**src/rtl/scan_seq_3b.sv**
```systemverilog
// 3-bit scan index generator for a 3-to-8 decoder: programmable-rate up/down/ping-pong/hold stepping.
// Define SCAN_SEQ_BLANK_EN to add the `blank` output used to suppress ghosting between indices.
module scan_seq_3b #(
    parameter int             DIV_W     = 16,
    parameter logic [2:0]     SEL_INIT  = 3'd0,
    parameter int             BLANK_CYC = 2
) (
    input  logic             clk,
    input  logic             rst,
    input  logic             en,
    input  logic [DIV_W-1:0] div,
    input  logic [1:0]       mode,
    input  logic             step,
    output logic [2:0]       sel,
    output logic             tick,
    output logic             wrap
`ifdef SCAN_SEQ_BLANK_EN
    ,
    output logic             blank
`endif
);

    typedef enum logic {
        DIR_UP   = 1'b0,
        DIR_DOWN = 1'b1
    } dir_t;

    typedef enum logic [1:0] {
        MODE_UP   = 2'b00,
        MODE_DOWN = 2'b01,
        MODE_PING = 2'b10,
        MODE_HOLD = 2'b11
    } mode_t;

    if (BLANK_CYC < 1) begin : g_bad_blank_cyc
        $error("scan_seq_3b: BLANK_CYC must be at least 1");
    end

    dir_t             dir;
    dir_t             nxt_dir;
    logic             step_q;
    logic             step_rise;
    logic             adv;
    logic [DIV_W-1:0] cnt;
    logic [2:0]       nxt_sel;
    logic             nxt_wrap;

`ifdef SCAN_SEQ_BLANK_EN
    logic [DIV_W-1:0] bcnt;
`endif

    // A step edge only counts while auto-advance is disabled.
    always_comb begin
        step_rise = step & ~step_q;
        adv       = en ? (cnt >= div) : step_rise;
        nxt_sel   = sel;
        nxt_wrap  = 1'b0;
        nxt_dir   = dir;
        case (mode_t'(mode))
            MODE_UP: begin
                nxt_sel  = sel + 3'd1;
                nxt_wrap = (sel == 3'd7);
            end
            MODE_DOWN: begin
                nxt_sel  = sel - 3'd1;
                nxt_wrap = (sel == 3'd0);
            end
            MODE_PING: begin
                if (dir == DIR_UP) begin
                    if (sel == 3'd7) begin
                        nxt_sel  = 3'd6;
                        nxt_wrap = 1'b1;
                        nxt_dir  = DIR_DOWN;
                    end else begin
                        nxt_sel = sel + 3'd1;
                    end
                end else begin
                    if (sel == 3'd0) begin
                        nxt_sel  = 3'd1;
                        nxt_wrap = 1'b1;
                        nxt_dir  = DIR_UP;
                    end else begin
                        nxt_sel = sel - 3'd1;
                    end
                end
            end
            default: begin
                nxt_sel  = sel;
                nxt_wrap = 1'b0;
            end
        endcase
    end

    always_ff @(posedge clk) begin
        if (rst) begin
            sel    <= SEL_INIT;
            cnt    <= '0;
            tick   <= 1'b0;
            wrap   <= 1'b0;
            dir    <= DIR_UP;
            step_q <= 1'b0;
`ifdef SCAN_SEQ_BLANK_EN
            blank  <= 1'b0;
            bcnt   <= '0;
`endif
        end else begin
            step_q <= step;

            // Compare with >= so a shrinking div fires immediately instead of wrapping the counter.
            if (en) begin
                cnt <= (cnt >= div) ? '0 : cnt + DIV_W'(1);
            end else if (step_rise) begin
                cnt <= '0;
            end

            tick <= adv;
            wrap <= adv & nxt_wrap;
            if (adv) begin
                sel <= nxt_sel;
            end

            // Up/down pin the direction continuously so ping-pong resumes the way it was last going.
            case (mode_t'(mode))
                MODE_UP:   dir <= DIR_UP;
                MODE_DOWN: dir <= DIR_DOWN;
                MODE_PING: if (adv) dir <= nxt_dir;
                default:   dir <= dir;
            endcase

`ifdef SCAN_SEQ_BLANK_EN
            if (adv) begin
                blank <= 1'b1;
                bcnt  <= DIV_W'(BLANK_CYC - 1);
            end else if (blank) begin
                if (bcnt == '0) begin
                    blank <= 1'b0;
                end else begin
                    bcnt <= bcnt - DIV_W'(1);
                end
            end
`endif
        end
    end

endmodule

```
**config.mk**
```make
export PLATFORM = sky130hd
export DESIGN_NAME = scan_seq_3b
export DESIGN_NICKNAME = d
export VERILOG_FILES = /design/src/rtl/scan_seq_3b.sv
export SDC_FILE = /design/constraint.sdc
export NUM_CORES = 1
export LEC_CHECK = 0
export CAP_MARGIN = 20
export CELL_PAD_IN_SITES_DETAIL_PLACEMENT = 0
export CELL_PAD_IN_SITES_GLOBAL_PLACEMENT = 2
export CORE_ASPECT_RATIO = 1.25
export CORE_MARGIN = 2
export CORE_UTILIZATION = 35
export CTS_CLUSTER_DIAMETER = 60
export DETAILED_ROUTE_END_ITERATION = 12
export PLACE_DENSITY_LB_ADDON = 0.1
export SETUP_SLACK_MARGIN = 0.2
export SLEW_MARGIN = 30
export SYNTH_ARGS = -nofsm -noshare
export SYNTH_HDL_FRONTEND = slang
export SYNTH_SLANG_ARGS = --single-unit
export TNS_END_PERCENT = 20
```
**constraint.sdc**
```tcl
create_clock -name clk -period 5.7 [get_ports clk]
set_clock_uncertainty 0.05 [all_clocks]
set_input_delay 1.425 -clock clk [delete_from_list [all_inputs] [get_ports clk]]
set_output_delay 1.425 -clock clk [all_outputs]
set_load 0.03 [all_outputs]
```
==> results of run 1 <==
per-stage QoR:
stage	utilization	setup WS (ps)	power, mW	cell area [sq um]	hold WS [ps]
after global placement	0.414	1690	0.251	2210	454
after CTS	0.423	1910	0.353	2250	482
after global routing	0.422	1710	0.370	2250	506
after detailed placement	0.414	1630	0.252	2210	470
final	0.422	1900	0.347	2250	473
after floorplan	-	2480	0.220	1900	420
where the power goes:
part	switching [mW]	internal [mW]	total [mW]	leakage [nW]
logic	0.0380	0.0396	0.0776	0.719
clock network	0.0513	0.0498	0.101	0.0228
registers	0.00418	0.164	0.168	0.186
total	0.0935	0.254	0.347	0.928
cells in the mapped netlist (2+ instances only):
cell and count:
a211o_1 2, a211oi_1 2, a21o_1 2, a21oi_1 10
a31oi_1 11, a32oi_1 2, and2_1 3, and3_1 4
buf_2 3, buf_6 2, clkbuf_1 5, dfxtp_1 23
ha_1 27, inv_1 27, mux2i_1 3, nand2_1 26
nand2b_1 6, nand3_1 12, nand4_1 10, nand4b_1 10
nor2_1 16, nor3_1 4, nor4_1 3, nor4b_2 2
o211ai_1 4, o21a_1 2, o21ai_0 3
metal layers:
metal / up-vias / wire [um]
li1: 901 / -
met1: 806 / 2080
met5: - / 0
met2: 24 / 2100
met3: 4 / 115
met4: 0 / 53
cell families after synthesis:
| kind of cell | count (synthesis) | synth area share |
|---|---|---|
| simple gates | 101 | 0.294 |
| compound gates | 44 | 0.168 |
| buf+inv | 38 | 0.0909 |
| fa+ha+maj | 27 | 0.178 |
| flops | 23 | 0.242 |
| mux | 4 | 0.0217 |
| xor+xnor | 1 | 0.00461 |
state kept, by name, summed over array words and instances (netlist names):
signal and flops:
cnt 16, sel 3, dir 1, step_q 1, tick 1, wrap 1
path summary, 6_finish.rpt:
| check | cells after the start | slack, ps | end |
|---|---|---|---|
| worst max-delay path | 9 | 1900 | sel[0]$_SDFFE_PP0P_ |
| worst min register to register | 2 | 470 | cnt[0]$_SDFFE_PP0P_ |
| worst min-delay path | 2 | 470 | cnt[0]$_SDFFE_PP0P_ |
| worst max register to register | 9 | 3020 | sel[0]$_SDFFE_PP0P_ |
worst min-delay path, cell delays in order, from the launching register on:
cell	delay [ps]
dfxtp_1	350
nand2_1	70
a21oi_1	50
layout make-up:
type / instances / area [sq um]
clock buffer: 4 / 45.0
inverter: 27 / 101
fill: 551 / 3080
tap: 64 / 80.1
sequential: 23 / 460
multi-input combinational: 177 / 1270
timing repair buffer: 30 / 285
==> impl_metrics.py, run 1 <==
metrics = {
    "die": {
        "chipWidth_um": 69.9,
        "core_area_sq_um": 5330,
        "num_rows": 30,
        "ios": 27,
        "start_util": 0.356,
        "die_y_um": 86.4,
        "die_area_sq_um": 6040,
    },
    "grt": {
        "top_usage_layer": "met2",
        "use_met2": 0.274,
        "antenna_found_initial": 0,
        "grt_use_met1": 0.193,
        "grtUsageTotal": 0.154,
        "first_global_vias": 1647,
        "grtUsageMet3": 0.0198,
        "grt_max_degree": 30,
        "grt_overflow": 0,
        "grt_pass1_wl_um": 7650,
    },
    "sta": {
        "fin_crit_ps": 3800,
        "tightest_slew_ps": 699,
        "fmax_mhz": 263,
        "finalHoldViolCount": 0,
        "setup_viol": 0,
        "rsz0062_at_grt": "false",
        "fin_setup_tns_ps": 0,
        "relSlewSlack": 0.534,
        "min_period_over_period": 0.667,
        "slew_violations": 0,
    },
    "pwr": {
        "leakagePower_nw": 0.928,
        "ir_worst_vdd_v": 0.0000718,
        "power_density_nw_per_um2": 154,
    },
    "critical_path": {
        "max_stage_delay_ps": 410,
        "critPathRequiredTime_ps": 5800,
        "start_kind": "primary input",
        "worstSetupEndpointType": "register",
        "cp_max_fo": 29,
        "cp.arrival_ps": 3900,
        "path_cells": "clkdlybuf4s50_1 -> ha_1 -> nand2b_4 -> a2111oi_4 -> nor4b_2 -> a211oi_2 -> buf_4 -> a211o_1 -> mux2_2",
        "slowest_stage": "clkdlybuf4s50_1",
        "crit_start": "div[0]",
        "path_buf_inv": 2,
        "crit_family": "compound AO/OA/AOI/OAI gates",
        "setup.worst_path.class": "in -> reg",
        "timing.rr.start": "cnt[0]$_SDFFE_PP0P_",
    },
    "clocking": {
        "clk_pin_slew_ps": 80,
        "clkLatencyLatePin_ps": 260,
        "cts_tree": "yes",
        "clkSinkCount": 23,
        "numCtsBuffers": 3,
        "clockBufferDepth": 2,
        "postCtsSetupRepairBufs": 0,
        "cts_root_buf": "clkbuf_8",
        "cts_resized": 0,
        "htree_levels": 1,
        "hold_buffers": 0,
    },
    "hold_path": {
        "hp-start": "cnt[0]$_SDFFE_PP0P_",
        "min_path_type": "reg -> reg",
    },
    "cells_and_area": {
        "finalNonFillerCells": 325,
        "antenna_cells": 0,
        "final_net_count": 311,
        "mostFrequentLayoutCells": "inv_1 (27), ha_1 (27), nand2_1 (26)",
        "area_growth_pct": 18.3,
        "layout-drive-gt1-share": 0.0575,
    },
    "placement": {
        "hpwl_um": 3310,
        "gp_congestion": 0.728,
        "dp.cells": 321,
        "io_buffer_count": 26,
    },
    "synth": {
        "synth_cells": 238,
        "yosys_warnings": 0,
        "ys_top_cells_by_area": "dfxtp_1 (24%), ha_1 (18%), inv_1 (5.3%)",
        "synth_edf_count": 0,
        "seq_area_frac_synth": 0.242,
        "ys_ff_latch": 23,
        "syn_area_per_cell_sq_um": 7.98,
        "ys_types": 41,
        "synth_top_area_share": 0.242,
        "synth_top_area_cell": "dfxtp_1",
        "syn_area_sq_um": 1900,
        "synth_flop_cell": "dfxtp_1",
        "syn-num-nets": 287,
        "async_flop_share": 0,
    },
    "routing": {
        "wl_um": 4340,
        "drt_iter0_markers": 72,
        "vias": 1735,
        "avgViaCountPerCell": 5.34,
        "dr.pass1.iters": 4,
        "wire_per_inst_um": 13.4,
        "drcViolationCount": 0,
        "ant_nets": 0,
    },
    "run": {
        "drv_cap": 0,
    },
    "run_status": {
        "status": "complete, no violations",
    },
}
No activity file was read; power rests on OpenSTA's default activity.
==> run 2, diff against run 1 <==
--- a/config.mk
+++ b/config.mk
@@ -10,7 +10,7 @@
 export CELL_PAD_IN_SITES_GLOBAL_PLACEMENT = 2
 export CORE_ASPECT_RATIO = 1.25
 export CORE_MARGIN = 2
-export CORE_UTILIZATION = 35
+export CORE_UTILIZATION = 32
 export CTS_CLUSTER_DIAMETER = 60
 export DETAILED_ROUTE_END_ITERATION = 12
 export PLACE_DENSITY_LB_ADDON = 0.1
==> constraint.sdc (replaced) <==
create_clock -name clk -period 3.6 [get_ports clk]
set_clock_uncertainty 0.05 [all_clocks]
set_input_delay 0.9 -clock clk [delete_from_list [all_inputs] [get_ports clk]]
set_output_delay 0.9 -clock clk [all_outputs]
set_load 0.03 [all_outputs]
==> run 2 against run 1 <==
Against the previous run:
- sequential power up 59%
- largest power group unchanged
- critical path type unchanged
- power up 61%
- setup slack worse by 1300 ps
==> impl_metrics.py, run 2 (synthesis results as in run 1) <==
metrics = {
    "sta": {
        "rsz0062_at_grt": "false",
        "finalHoldViolCount": 0,
        "slew_violations": 0,
        "setup_slack_ps": 598,
        "relSlewSlack": 0.529,
        "fin_crit_ps": 3000,
        "fin_setup_tns_ps": 0,
        "fmax_mhz": 333,
        "setup_viol": 0,
        "min_period_over_period": 0.834,
        "tightest_slew_ps": 704,
    },
    "clocking": {
        "clockBufferDepth": 2,
        "clkLatencyLatePin_ps": 270,
        "cts_resized": 0,
        "clkSinkCount": 23,
        "cts_root_buf": "clkbuf_8",
        "cts_tree": "yes",
        "postCtsSetupRepairBufs": 0,
        "clk_pin_slew_ps": 90,
        "hold_buffers": 0,
        "htree_levels": 1,
        "numCtsBuffers": 3,
    },
    "critical_path": {
        "cp_max_fo": 3,
        "critPathRequiredTime_ps": 3710,
        "crit_start": "div[13]",
        "timing.rr.start": "cnt[0]$_SDFFE_PP0P_",
        "start_kind": "primary input",
        "worstSetupEndpointType": "register",
        "cp.arrival_ps": 3110,
        "setup.worst_path.class": "in -> reg",
        "r2r_slack_ps": 1170,
    },
    "grt": {
        "grt_overflow": 0,
        "first_global_vias": 1606,
        "grtUsageTotal": 0.142,
        "antenna_found_initial": 0,
        "grt_pass1_wl_um": 7560,
        "grt_max_degree": 22,
    },
    "die": {
        "ios": 27,
        "die_area_sq_um": 6570,
        "start_util": 0.329,
        "die_y_um": 90.1,
        "num_rows": 31,
        "chipWidth_um": 72.9,
        "core_area_sq_um": 5780,
    },
    "pwr": {
        "p_total_mw": 0.559,
        "leakagePower_nw": 0.942,
        "power_density_nw_per_um2": 246,
        "ir_worst_vdd_v": 0.000134,
    },
    "placement": {
        "dp.cells": 326,
        "hpwl_um": 3380,
        "io_buffer_count": 26,
        "place_ws_ps": 286,
        "gp_congestion": 0.764,
    },
    "routing": {
        "ant_nets": 0,
        "drt_iter0_markers": 47,
        "avgViaCountPerCell": 5.27,
        "dr.pass1.iters": 5,
        "drcViolationCount": 0,
        "vias": 1738,
        "wl_um": 4370,
        "wire_per_inst_um": 13.2,
    },
    "run_status": {
        "status": "complete, no violations",
    },
    "run": {
        "drv_cap": 0,
    },
    "hold_path": {
        "hp-start": "cnt[15]$_SDFFE_PP0P_",
        "min_path_type": "reg -> reg",
    },
    "cells_and_area": {
        "area_growth_pct": 19.9,
        "largest_register_ffs": 16,
        "utilization": 0.394,
        "mostFrequentLayoutCells": "inv_1 (27), ha_1 (27), nand2_1 (26), clkdlybuf4s50_1 (26), dfxtp_1 (23)",
        "largest_registers": "cnt x16, sel x3",
        "finalNonFillerCells": 330,
        "fillerInstances": 617,
        "antenna_cells": 0,
        "final_net_count": 314,
        "top_register": "cnt",
        "seqCellArea_sq_um": 460,
        "layout-drive-gt1-share": 0.0644,
        "multi_input_area_sq_um": 1270,
    },
}
run 2: through the flow:
stage | cell area (sq um) | hold WS, ps
2_1_floorplan | 1900 | 420
3_3_place_gp | 2230 | 463
3_5_place_dp | 2230 | 459
4_1_cts | 2280 | 472
5_1_grt | 2280 | 504
6_report | 2280 | 469
run 2: final timing paths:
path / to / cells past startpoint
worst max register to register: sel[0]$_SDFFE_PP0P_ / 8
worst max-delay path: sel[0]$_SDFFE_PP0P_ / 9
worst min register to register: cnt[15]$_SDFFE_PP0P_ / 2
worst min-delay path: cnt[15]$_SDFFE_PP0P_ / 2
run 2: critical path, cell delays in order:
cell	delay, ps
clkdlybuf4s50_1	460
inv_1	40
ha_1	290
nand4_1	200
nor2_1	210
nor4b_2	250
a211oi_2	100
a211o_1	360
mux2_2	290
run 2: cell type report:
class                           count  area share
Timing Repair Buffer               33       0.137
Clock buffer                        4      0.0198
Inverter                           27      0.0445
Sequential cell                    23       0.202
Multi-Input combinational cell    177       0.560
Tap cell                           66      0.0363
run 2: where the power goes:
group          internal, mW  switching, mW  leakage [nW]
clock                0.0791         0.0889        0.0228
combinational        0.0646         0.0601         0.733
sequential            0.260        0.00652         0.186
total                 0.404          0.156         0.942
run 2: layer usage:
| layer | up-vias | wire length (um) | track usage |
|---|---|---|---|
| met4 | 0 | 49 | 0.0463 |
| met2 | 33 | 2120 | 0.224 |
| met3 | 2 | 166 | 0.0179 |
| li1 | 905 | - | - |
| met1 | 798 | 2030 | 0.197 |
| met5 | - | 0 | 0 |
